**src/rtl/pid_engine_mc_if.sv**
```systemverilog
// Measurement, configuration and result bundle for pid_engine_mc.
// master = requester / configurator side, slave = the engine.
interface pid_engine_mc_if #(
    parameter int N_CH = 4,
    parameter int W    = 14
);
    localparam int CHW = (N_CH > 1) ? $clog2(N_CH) : 1;

    logic                  meas_vld;
    logic [CHW-1:0]        meas_ch;
    logic signed [W-1:0]   meas;
    logic                  meas_rdy;
    logic                  cfg_we;
    logic [CHW-1:0]        cfg_ch;
    logic [2:0]            cfg_sel;
    logic signed [W-1:0]   cfg_data;
    logic                  duty_vld;
    logic [CHW-1:0]        duty_ch;
    logic signed [W-1:0]   duty;
    logic                  ch_err;
    logic                  busy;

    modport master (
        output meas_vld, meas_ch, meas, cfg_we, cfg_ch, cfg_sel, cfg_data,
        input  meas_rdy, duty_vld, duty_ch, duty, ch_err, busy
    );

    modport slave (
        input  meas_vld, meas_ch, meas, cfg_we, cfg_ch, cfg_sel, cfg_data,
        output meas_rdy, duty_vld, duty_ch, duty, ch_err, busy
    );
endinterface

```
**src/rtl/pid_engine_mc.sv**
```systemverilog
// Multi-channel PID engine: per-channel setpoint/gains/loop state, one shared
// sequential radix-2 Booth multiplier for the P, I and D products.
//
// state  | meaning
// -------+-----------------------------------------------------------
// IDLE   | ready for a measurement (meas_rdy=1)
// ERR    | form saturated error, integrator sum and derivative
// PMUL   | W Booth steps of Kp * err
// IMUL   | W Booth steps of Ki * sum
// DMUL   | W Booth steps of Kd * derr
// OUT    | saturate P+I+D into duty, write back SumErr/PrevErr
module pid_engine_mc #(
    parameter int N_CH = 4,
    parameter int W    = 14,
    parameter int FRAC = 12
) (
    input logic            clk,
    input logic            rst,
    pid_engine_mc_if.slave bus
);
    localparam int CHW  = (N_CH > 1) ? $clog2(N_CH) : 1;
    localparam int CNTW = $clog2(W + 1);
    localparam logic [CHW:0]    N_CH_V   = (CHW + 1)'(N_CH);
    localparam logic [CNTW-1:0] CNT_LOAD = CNTW'(W - 1);

    typedef enum logic [2:0] {S_IDLE, S_ERR, S_PMUL, S_IMUL, S_DMUL, S_OUT} state_t;

    state_t                state_q, state_d;
    logic [CHW-1:0]        ch_q, ch_d;
    logic signed [W-1:0]   meas_q, meas_d;
    logic signed [W-1:0]   lat_xset_q, lat_xset_d, lat_kp_q, lat_kp_d;
    logic signed [W-1:0]   lat_ki_q, lat_ki_d, lat_kd_q, lat_kd_d;
    logic signed [W-1:0]   lat_prev_q, lat_prev_d;
    logic signed [W-1:0]   err_q, err_d, isum_q, isum_d, derr_q, derr_d;
    logic signed [2*W+1:0] bp_q, bp_d;
    logic signed [W:0]     mcand_q, mcand_d;
    logic [CNTW-1:0]       cnt_q, cnt_d;
    logic signed [W+1:0]   pterm_q, pterm_d, iterm_q, iterm_d, dterm_q, dterm_d;
    logic                  clr_pend_q, clr_pend_d;
    logic                  duty_vld_q, duty_vld_d;
    logic [CHW-1:0]        duty_ch_q, duty_ch_d;
    logic signed [W-1:0]   duty_q, duty_d;
    logic                  ch_err_q, ch_err_d;

    logic signed [W-1:0]   xset_q [N_CH], xset_d [N_CH];
    logic signed [W-1:0]   kp_q [N_CH], kp_d [N_CH];
    logic signed [W-1:0]   ki_q [N_CH], ki_d [N_CH];
    logic signed [W-1:0]   kd_q [N_CH], kd_d [N_CH];
    logic signed [W-1:0]   sumerr_q [N_CH], sumerr_d [N_CH];
    logic signed [W-1:0]   preverr_q [N_CH], preverr_d [N_CH];

    logic signed [W:0]     a_cur, a_nxt;
    logic signed [2*W+1:0] bp_step;
    logic signed [2*W-1:0] prod;
    logic signed [W+1:0]   term;
    logic signed [W-1:0]   err_v, sum_v, derr_v;
    logic                  meas_ok, cfg_ok, accept, inflight, clr_req, clr_hit, clr_now;
    logic [CHW-1:0]        infl_ch;

    function automatic logic signed [W+3:0] sx4(input logic signed [W-1:0] v);
        return {{4{v[W-1]}}, v};
    endfunction

    function automatic logic signed [W+3:0] sx2(input logic signed [W+1:0] v);
        return {{2{v[W+1]}}, v};
    endfunction

    function automatic logic signed [W-1:0] sat_w(input logic signed [W+3:0] x);
        if (x[W+3:W-1] == {5{x[W+3]}})
            return x[W-1:0];
        else if (x[W+3])
            return {1'b1, {(W-1){1'b0}}};
        else
            return {1'b0, {(W-1){1'b1}}};
    endfunction

    function automatic logic signed [W+1:0] sat_t(input logic signed [2*W-1:0] x);
        if (x[2*W-1:W+1] == {(W-1){x[2*W-1]}})
            return x[W+1:0];
        else if (x[2*W-1])
            return {1'b1, {(W+1){1'b0}}};
        else
            return {1'b0, {(W+1){1'b1}}};
    endfunction

    // Booth register layout: {A (W+1 bits), multiplier (W bits), q[-1]}.
    // The extra A bit absorbs A - M when M is the most negative gain.
    function automatic logic signed [2*W+1:0] booth_load(input logic signed [W-1:0] m);
        return {{(W+1){1'b0}}, m, 1'b0};
    endfunction

    always_comb begin
        state_d    = state_q;
        ch_d       = ch_q;
        meas_d     = meas_q;
        lat_xset_d = lat_xset_q;
        lat_kp_d   = lat_kp_q;
        lat_ki_d   = lat_ki_q;
        lat_kd_d   = lat_kd_q;
        lat_prev_d = lat_prev_q;
        err_d      = err_q;
        isum_d     = isum_q;
        derr_d     = derr_q;
        bp_d       = bp_q;
        mcand_d    = mcand_q;
        cnt_d      = cnt_q;
        pterm_d    = pterm_q;
        iterm_d    = iterm_q;
        dterm_d    = dterm_q;
        clr_pend_d = clr_pend_q;
        duty_vld_d = 1'b0;
        duty_ch_d  = duty_ch_q;
        duty_d     = duty_q;
        ch_err_d   = 1'b0;
        xset_d     = xset_q;
        kp_d       = kp_q;
        ki_d       = ki_q;
        kd_d       = kd_q;
        sumerr_d   = sumerr_q;
        preverr_d  = preverr_q;
        clr_now    = 1'b0;

        a_cur = bp_q[2*W+1:W+1];
        case (bp_q[1:0])
            2'b01:   a_nxt = a_cur + mcand_q;
            2'b10:   a_nxt = a_cur - mcand_q;
            default: a_nxt = a_cur;
        endcase
        bp_step = {a_nxt[W], a_nxt, bp_q[W:1]};
        prod    = bp_step[2*W:1];
        term    = sat_t(prod >>> FRAC);

        err_v  = sat_w(sx4(meas_q) - sx4(lat_xset_q));
        sum_v  = sat_w(sx4(sumerr_q[ch_q]) + sx4(err_v));
        derr_v = sat_w(sx4(err_v) - sx4(lat_prev_q));

        meas_ok  = {1'b0, bus.meas_ch} < N_CH_V;
        cfg_ok   = {1'b0, bus.cfg_ch} < N_CH_V;
        accept   = (state_q == S_IDLE) && bus.meas_vld;
        infl_ch  = (state_q == S_IDLE) ? bus.meas_ch : ch_q;
        inflight = (state_q != S_IDLE) || (accept && meas_ok);
        clr_req  = bus.cfg_we && (bus.cfg_sel == 3'd4) && cfg_ok;
        clr_hit  = clr_req && inflight && (bus.cfg_ch == infl_ch);
        if (clr_hit)
            clr_pend_d = 1'b1;

        case (state_q)
            S_IDLE: begin
                if (accept) begin
                    if (meas_ok) begin
                        ch_d       = bus.meas_ch;
                        meas_d     = bus.meas;
                        lat_xset_d = xset_q[bus.meas_ch];
                        lat_kp_d   = kp_q[bus.meas_ch];
                        lat_ki_d   = ki_q[bus.meas_ch];
                        lat_kd_d   = kd_q[bus.meas_ch];
                        lat_prev_d = preverr_q[bus.meas_ch];
                        state_d    = S_ERR;
                    end else begin
                        ch_err_d = 1'b1;
                    end
                end
            end
            S_ERR: begin
                err_d   = err_v;
                isum_d  = sum_v;
                derr_d  = derr_v;
                bp_d    = booth_load(err_v);
                mcand_d = {lat_kp_q[W-1], lat_kp_q};
                cnt_d   = CNT_LOAD;
                state_d = S_PMUL;
            end
            S_PMUL: begin
                bp_d  = bp_step;
                cnt_d = cnt_q - CNTW'(1);
                if (cnt_q == '0) begin
                    pterm_d = term;
                    bp_d    = booth_load(isum_q);
                    mcand_d = {lat_ki_q[W-1], lat_ki_q};
                    cnt_d   = CNT_LOAD;
                    state_d = S_IMUL;
                end
            end
            S_IMUL: begin
                bp_d  = bp_step;
                cnt_d = cnt_q - CNTW'(1);
                if (cnt_q == '0) begin
                    iterm_d = term;
                    bp_d    = booth_load(derr_q);
                    mcand_d = {lat_kd_q[W-1], lat_kd_q};
                    cnt_d   = CNT_LOAD;
                    state_d = S_DMUL;
                end
            end
            S_DMUL: begin
                bp_d  = bp_step;
                cnt_d = cnt_q - CNTW'(1);
                if (cnt_q == '0) begin
                    dterm_d = term;
                    state_d = S_OUT;
                end
            end
            S_OUT: begin
                duty_d     = sat_w(sx2(pterm_q) + sx2(iterm_q) + sx2(dterm_q));
                duty_ch_d  = ch_q;
                duty_vld_d = 1'b1;
                clr_now    = clr_pend_q || clr_hit;
                sumerr_d[ch_q]  = clr_now ? '0 : isum_q;
                preverr_d[ch_q] = clr_now ? '0 : err_q;
                clr_pend_d = 1'b0;
                state_d    = S_IDLE;
            end
            default: state_d = S_IDLE;
        endcase

        // A clear aimed at the in-flight channel is deferred to OUT via clr_pend.
        if (bus.cfg_we && cfg_ok) begin
            case (bus.cfg_sel)
                3'd0: xset_d[bus.cfg_ch] = bus.cfg_data;
                3'd1: kp_d[bus.cfg_ch]   = bus.cfg_data;
                3'd2: ki_d[bus.cfg_ch]   = bus.cfg_data;
                3'd3: kd_d[bus.cfg_ch]   = bus.cfg_data;
                3'd4: begin
                    if (!clr_hit) begin
                        sumerr_d[bus.cfg_ch]  = '0;
                        preverr_d[bus.cfg_ch] = '0;
                    end
                end
                default: ;
            endcase
        end
    end

    always_ff @(posedge clk) begin
        if (rst) begin
            state_q    <= S_IDLE;
            ch_q       <= '0;
            meas_q     <= '0;
            lat_xset_q <= '0;
            lat_kp_q   <= '0;
            lat_ki_q   <= '0;
            lat_kd_q   <= '0;
            lat_prev_q <= '0;
            err_q      <= '0;
            isum_q     <= '0;
            derr_q     <= '0;
            bp_q       <= '0;
            mcand_q    <= '0;
            cnt_q      <= '0;
            pterm_q    <= '0;
            iterm_q    <= '0;
            dterm_q    <= '0;
            clr_pend_q <= 1'b0;
            duty_vld_q <= 1'b0;
            duty_ch_q  <= '0;
            duty_q     <= '0;
            ch_err_q   <= 1'b0;
            for (int i = 0; i < N_CH; i++) begin
                xset_q[i]    <= '0;
                kp_q[i]      <= '0;
                ki_q[i]      <= '0;
                kd_q[i]      <= '0;
                sumerr_q[i]  <= '0;
                preverr_q[i] <= '0;
            end
        end else begin
            state_q    <= state_d;
            ch_q       <= ch_d;
            meas_q     <= meas_d;
            lat_xset_q <= lat_xset_d;
            lat_kp_q   <= lat_kp_d;
            lat_ki_q   <= lat_ki_d;
            lat_kd_q   <= lat_kd_d;
            lat_prev_q <= lat_prev_d;
            err_q      <= err_d;
            isum_q     <= isum_d;
            derr_q     <= derr_d;
            bp_q       <= bp_d;
            mcand_q    <= mcand_d;
            cnt_q      <= cnt_d;
            pterm_q    <= pterm_d;
            iterm_q    <= iterm_d;
            dterm_q    <= dterm_d;
            clr_pend_q <= clr_pend_d;
            duty_vld_q <= duty_vld_d;
            duty_ch_q  <= duty_ch_d;
            duty_q     <= duty_d;
            ch_err_q   <= ch_err_d;
            xset_q     <= xset_d;
            kp_q       <= kp_d;
            ki_q       <= ki_d;
            kd_q       <= kd_d;
            sumerr_q   <= sumerr_d;
            preverr_q  <= preverr_d;
        end
    end

    assign bus.meas_rdy = (state_q == S_IDLE);
    assign bus.busy     = (state_q != S_IDLE);
    assign bus.duty_vld = duty_vld_q;
    assign bus.duty_ch  = duty_ch_q;
    assign bus.duty     = duty_q;
    assign bus.ch_err   = ch_err_q;
endmodule

```
**src/flat_wrapper.sv**
```systemverilog
// flat-port wrapper written by rule: the top's interface ports become plain ports
module pid_engine_mc_flat 
#(
    parameter int N_CH = 4,
    parameter int W    = 14,
    parameter int FRAC = 12
)
  (clk, rst, bus_meas_vld, bus_meas_ch, bus_meas, bus_cfg_we, bus_cfg_ch, bus_cfg_sel, bus_cfg_data, bus_meas_rdy, bus_duty_vld, bus_duty_ch, bus_duty, bus_ch_err, bus_busy);
  pid_engine_mc_if #(.N_CH(N_CH), .W(W)) bus_i ();
  input logic clk;
  input logic rst;
  input wire logic [$bits(bus_i.meas_vld)-1:0] bus_meas_vld;
  input wire logic [$bits(bus_i.meas_ch)-1:0] bus_meas_ch;
  input wire logic [$bits(bus_i.meas)-1:0] bus_meas;
  input wire logic [$bits(bus_i.cfg_we)-1:0] bus_cfg_we;
  input wire logic [$bits(bus_i.cfg_ch)-1:0] bus_cfg_ch;
  input wire logic [$bits(bus_i.cfg_sel)-1:0] bus_cfg_sel;
  input wire logic [$bits(bus_i.cfg_data)-1:0] bus_cfg_data;
  output wire logic [$bits(bus_i.meas_rdy)-1:0] bus_meas_rdy;
  output wire logic [$bits(bus_i.duty_vld)-1:0] bus_duty_vld;
  output wire logic [$bits(bus_i.duty_ch)-1:0] bus_duty_ch;
  output wire logic [$bits(bus_i.duty)-1:0] bus_duty;
  output wire logic [$bits(bus_i.ch_err)-1:0] bus_ch_err;
  output wire logic [$bits(bus_i.busy)-1:0] bus_busy;
  assign bus_i.meas_vld = bus_meas_vld;
  assign bus_i.meas_ch = bus_meas_ch;
  assign bus_i.meas = bus_meas;
  assign bus_i.cfg_we = bus_cfg_we;
  assign bus_i.cfg_ch = bus_cfg_ch;
  assign bus_i.cfg_sel = bus_cfg_sel;
  assign bus_i.cfg_data = bus_cfg_data;
  assign bus_meas_rdy = bus_i.meas_rdy;
  assign bus_duty_vld = bus_i.duty_vld;
  assign bus_duty_ch = bus_i.duty_ch;
  assign bus_duty = bus_i.duty;
  assign bus_ch_err = bus_i.ch_err;
  assign bus_busy = bus_i.busy;
  pid_engine_mc #(.N_CH(N_CH), .W(W), .FRAC(FRAC)) u_core (.clk(clk), .rst(rst), .bus(bus_i));
endmodule
```
**config.mk**
```make
export PLATFORM = sky130hd
export DESIGN_NAME = pid_engine_mc_flat
export DESIGN_NICKNAME = d
export VERILOG_FILES = /design/src/rtl/pid_engine_mc_if.sv /design/src/rtl/pid_engine_mc.sv /design/src/flat_wrapper.sv
export SDC_FILE = /design/constraint.sdc
export NUM_CORES = 1
export LEC_CHECK = 0
export CORE_MARGIN = 5
export CORE_UTILIZATION = 50
export CTS_CLUSTER_SIZE = 12
export DETAILED_ROUTE_END_ITERATION = 10
export GPL_TIMING_DRIVEN = 0
export PLACE_DENSITY = 0.67
export RECOVER_POWER = 25
export SLEW_MARGIN = 20
export SYNTH_ARGS = -nofsm -noshare
export SYNTH_HDL_FRONTEND = slang
export SYNTH_SLANG_ARGS = --single-unit
```
**constraint.sdc**
```tcl
create_clock -name clk -period 8.58 [get_ports clk]
set_clock_uncertainty 0.2 [all_clocks]
set_input_delay 0.858 -clock clk [delete_from_list [all_inputs] [get_ports clk]]
set_output_delay 0.858 -clock clk [all_outputs]
set_load 0.01 [all_outputs]
```
==> metrics.txt <==
status completed; Worst R2R Path Depth 27; Seq pwr share 35.9%; P_int approximately 5.2 mW; RSZ-0062 raised after global routing false; YS warnings 0; maxcap violations 0; htree depth 2; Die W 245 µm; setup violators final 0; power per cell area 264 mW/mm²; post_cts resized 0; syn_area_per_cell between 8 and 9 µm²; post-synthesis simple-gate area fraction 20.7%; post-synthesis cell count 3339; Routed WL roughly 85 mm; Worst IR Drop VDD about 0.19 mV; CTS Buf Count 60; min Tclk post-route 7.01 ns; drt first pass iters 8; Final Instance Count excl. Fillers around 4200; portion of netlist area occupied by mux cells between 7 and 8%; CTS tree built; WS Path Type register to register; post-synthesis adder-cell area fraction 5.61%; final net count 3578; DR vias 24653; number of synthesized flops with an enable pin 0; hold path depth 2; latest clock arrival within the worst-skew pair 0.66 ns; Max Clk Rate 143 MHz; clock buffer depth 3; die area 0.0599 mm²; commonest non-fill, non-tap cell in the layout nand2_1; setup TNS 0 ns; ANT nets after route 0; highest-delay cell along the critical path mux2i_1; clk sinks 580; global-route wire length before repair 133 mm; Comb power frac 32.2%; largest family of logic cells by synthesized area simple AND/OR/NAND/NOR gates; leakage power 10.5 nW; post-synthesis register bit count between 500 and 600; clock transition at the registers of the reported paths approximately 0.060 ns; Distinct cells, synth 88; final slew viol count 0; HP Class register to register; register area share after synthesis 42.2%; WL/cell 20.4 µm; Slew HR 13.8%; commonest non-fill, non-tap cells in the layout 854 x nand2_1, 580 x dfxtp_1, 514 x a21oi_1; sw frac 35.6%; largest stage delay on the critical path 0.53 ns; post-route clock period utilization 81.7%; I/O pin count 59; Post-Syn Nets 3475; CP Data Required Time 8.94 ns; Setup Fix Bufs, Post-CTS 0; Residual DRC 0; final RePlAce weighted congestion ~0.94; placed cell count 4084; core area 0.0548 mm²; Root Buffer clkbuf_16; Worst setup EP type register; arrival time at the worst endpoint 7.37 ns; Hold Violations, Final 0; Switching Power slightly below 3 mW; cts hold-fix bufs 0; Startpoint Class register; GRT Total Usage 27.7%; clock power share about a third; # diodes 0; worst slew pin tran 1.28 ns; ys async rst share 0%; pin count of the biggest net entering global routing 18; initial antenna violation count 0; post-DP HPWL 63.8 mm; P&R area growth vs syn 11.7%; Crit Path Max Fanout 10; post-synthesis compound-gate area fraction 17.0%; R2R Setup Slk 1.57 ns; buffers added on ports 41; Post-Syn Area 0.0275 mm²; initial drt markers 2293; vias in the first global route 24005; Initial Utilization ~50%; total congestion overflow 0; Die Ht 245 µm; xor/xnor cell area share of the yosys netlist 2.18%; Rows 86; Vias/cell 5.89; Synth Flop Type dfxtp_1; layout cells sized above 1 6.95%
synth_stat cells (34+ instances only):
library cell / count / area (µm²)
nand3_1: 138 / 691
nor2_1: 212 / 796
nor3_1: 64 / 320
nand2_1: 853 / 3200
mux4_2: 84 / 1890
inv_1: 65 / 244
clkbuf_1: 203 / 762
o21ai_0: 34 / 170
dfxtp_1: 580 / 11600
xnor2_1: 45 / 394
a211oi_1: 55 / 413
a21oi_1: 514 / 2570
ha_1: 76 / 951
kinds of logic after synthesis:
group / Yosys count
simple gates: 1367
compound gates: 786
flops: 580
buf+inv: 316
fa+ha+maj: 113
mux: 110
xor+xnor: 66
other cells: 1
stage by stage:
stage	area (µm²)	hold WS, ns	power (mW)	utilization (%)	setup slack [ns]
after CTS	30800	0.251	8.07	56.1	1.77
after floorplan	27500	0.233	4.79	-	3.17
after detailed placement	28800	0.243	5.50	52.6	1.81
after global routing	30800	0.268	8.48	56.1	1.21
after global placement	28800	0.238	5.43	52.6	1.82
final	30800	0.251	8.10	56.1	1.57
power groups by stage:
stage	Combinational, mW	Sequential (mW)	Clock, mW
after CTS	2.55	2.91	2.62
after global placement	2.47	2.96	0
after floorplan	1.88	2.92	0
final	2.61	2.91	2.58
after global routing	2.83	2.92	2.73
after detailed placement	2.54	2.96	0
routing by layer:
metal / track usage, % / vias to the layer above / part of all wire, %
met1: 36.4 / 11719 / 41
met5: 0 / - / 0
met4: 11.5 / 0 / 4.4
li1: - / 11677 / -
met2: 45.7 / 1023 / 46
met3: 4.46 / 234 / 8.2
layout make-up:
| type | count | area, µm² |
|---|---|---|
| Tap cell | 704 | 881 |
| Inverter | 67 | 251 |
| Fill cell | 4999 | 24000 |
| Sequential cell | 580 | 11600 |
| Buffer | 249 | 973 |
| Clock inverter | 14 | 204 |
| Timing Repair Buffer | 41 | 410 |
| Clock buffer | 90 | 1710 |
| Multi-Input combinational cell | 2443 | 14700 |
state kept, by name, summed over array words and instances (netlist names), 16 cells and up:
name and cells:
u_core.iterm_q 16, u_core.bp_q 29, u_core.kp_q 56, u_core.dterm_q 16
u_core.ki_q 56, u_core.pterm_q 16, u_core.kd_q 56, u_core.xset_q 56
u_core.sumerr_q 56, u_core.preverr_q 56
worst max-delay path, delay by kind of cell, from the launching register on:
kind / cells / cell delay [ns]
multiplexers: 1 / 0.53
buffers and inverters: 4 / 1.07
AO/OA/AOI/OAI: 11 / 2.54
AND/OR/NAND/NOR: 6 / 0.83
flip-flops: 1 / 0.33
adder cells (fa/ha/maj): 4 / 1.29
XOR/XNOR: 1 / 0.11
final timing paths:
check | from | to
hold / removal | u_core.ki_q[4]$_SDFFE_PP0P_ | u_core.ki_q[4]$_SDFFE_PP0P_
setup / recovery | u_core.lat_xset_q[1]$_SDFFE_PP0P_ | u_core.derr_q[7]$_SDFFE_PP0P_
setup reg to reg | u_core.lat_xset_q[1]$_SDFFE_PP0P_ | u_core.derr_q[7]$_SDFFE_PP0P_
hold reg to reg | u_core.ki_q[4]$_SDFFE_PP0P_ | u_core.ki_q[4]$_SDFFE_PP0P_
(Power assumes the default switching activity.)
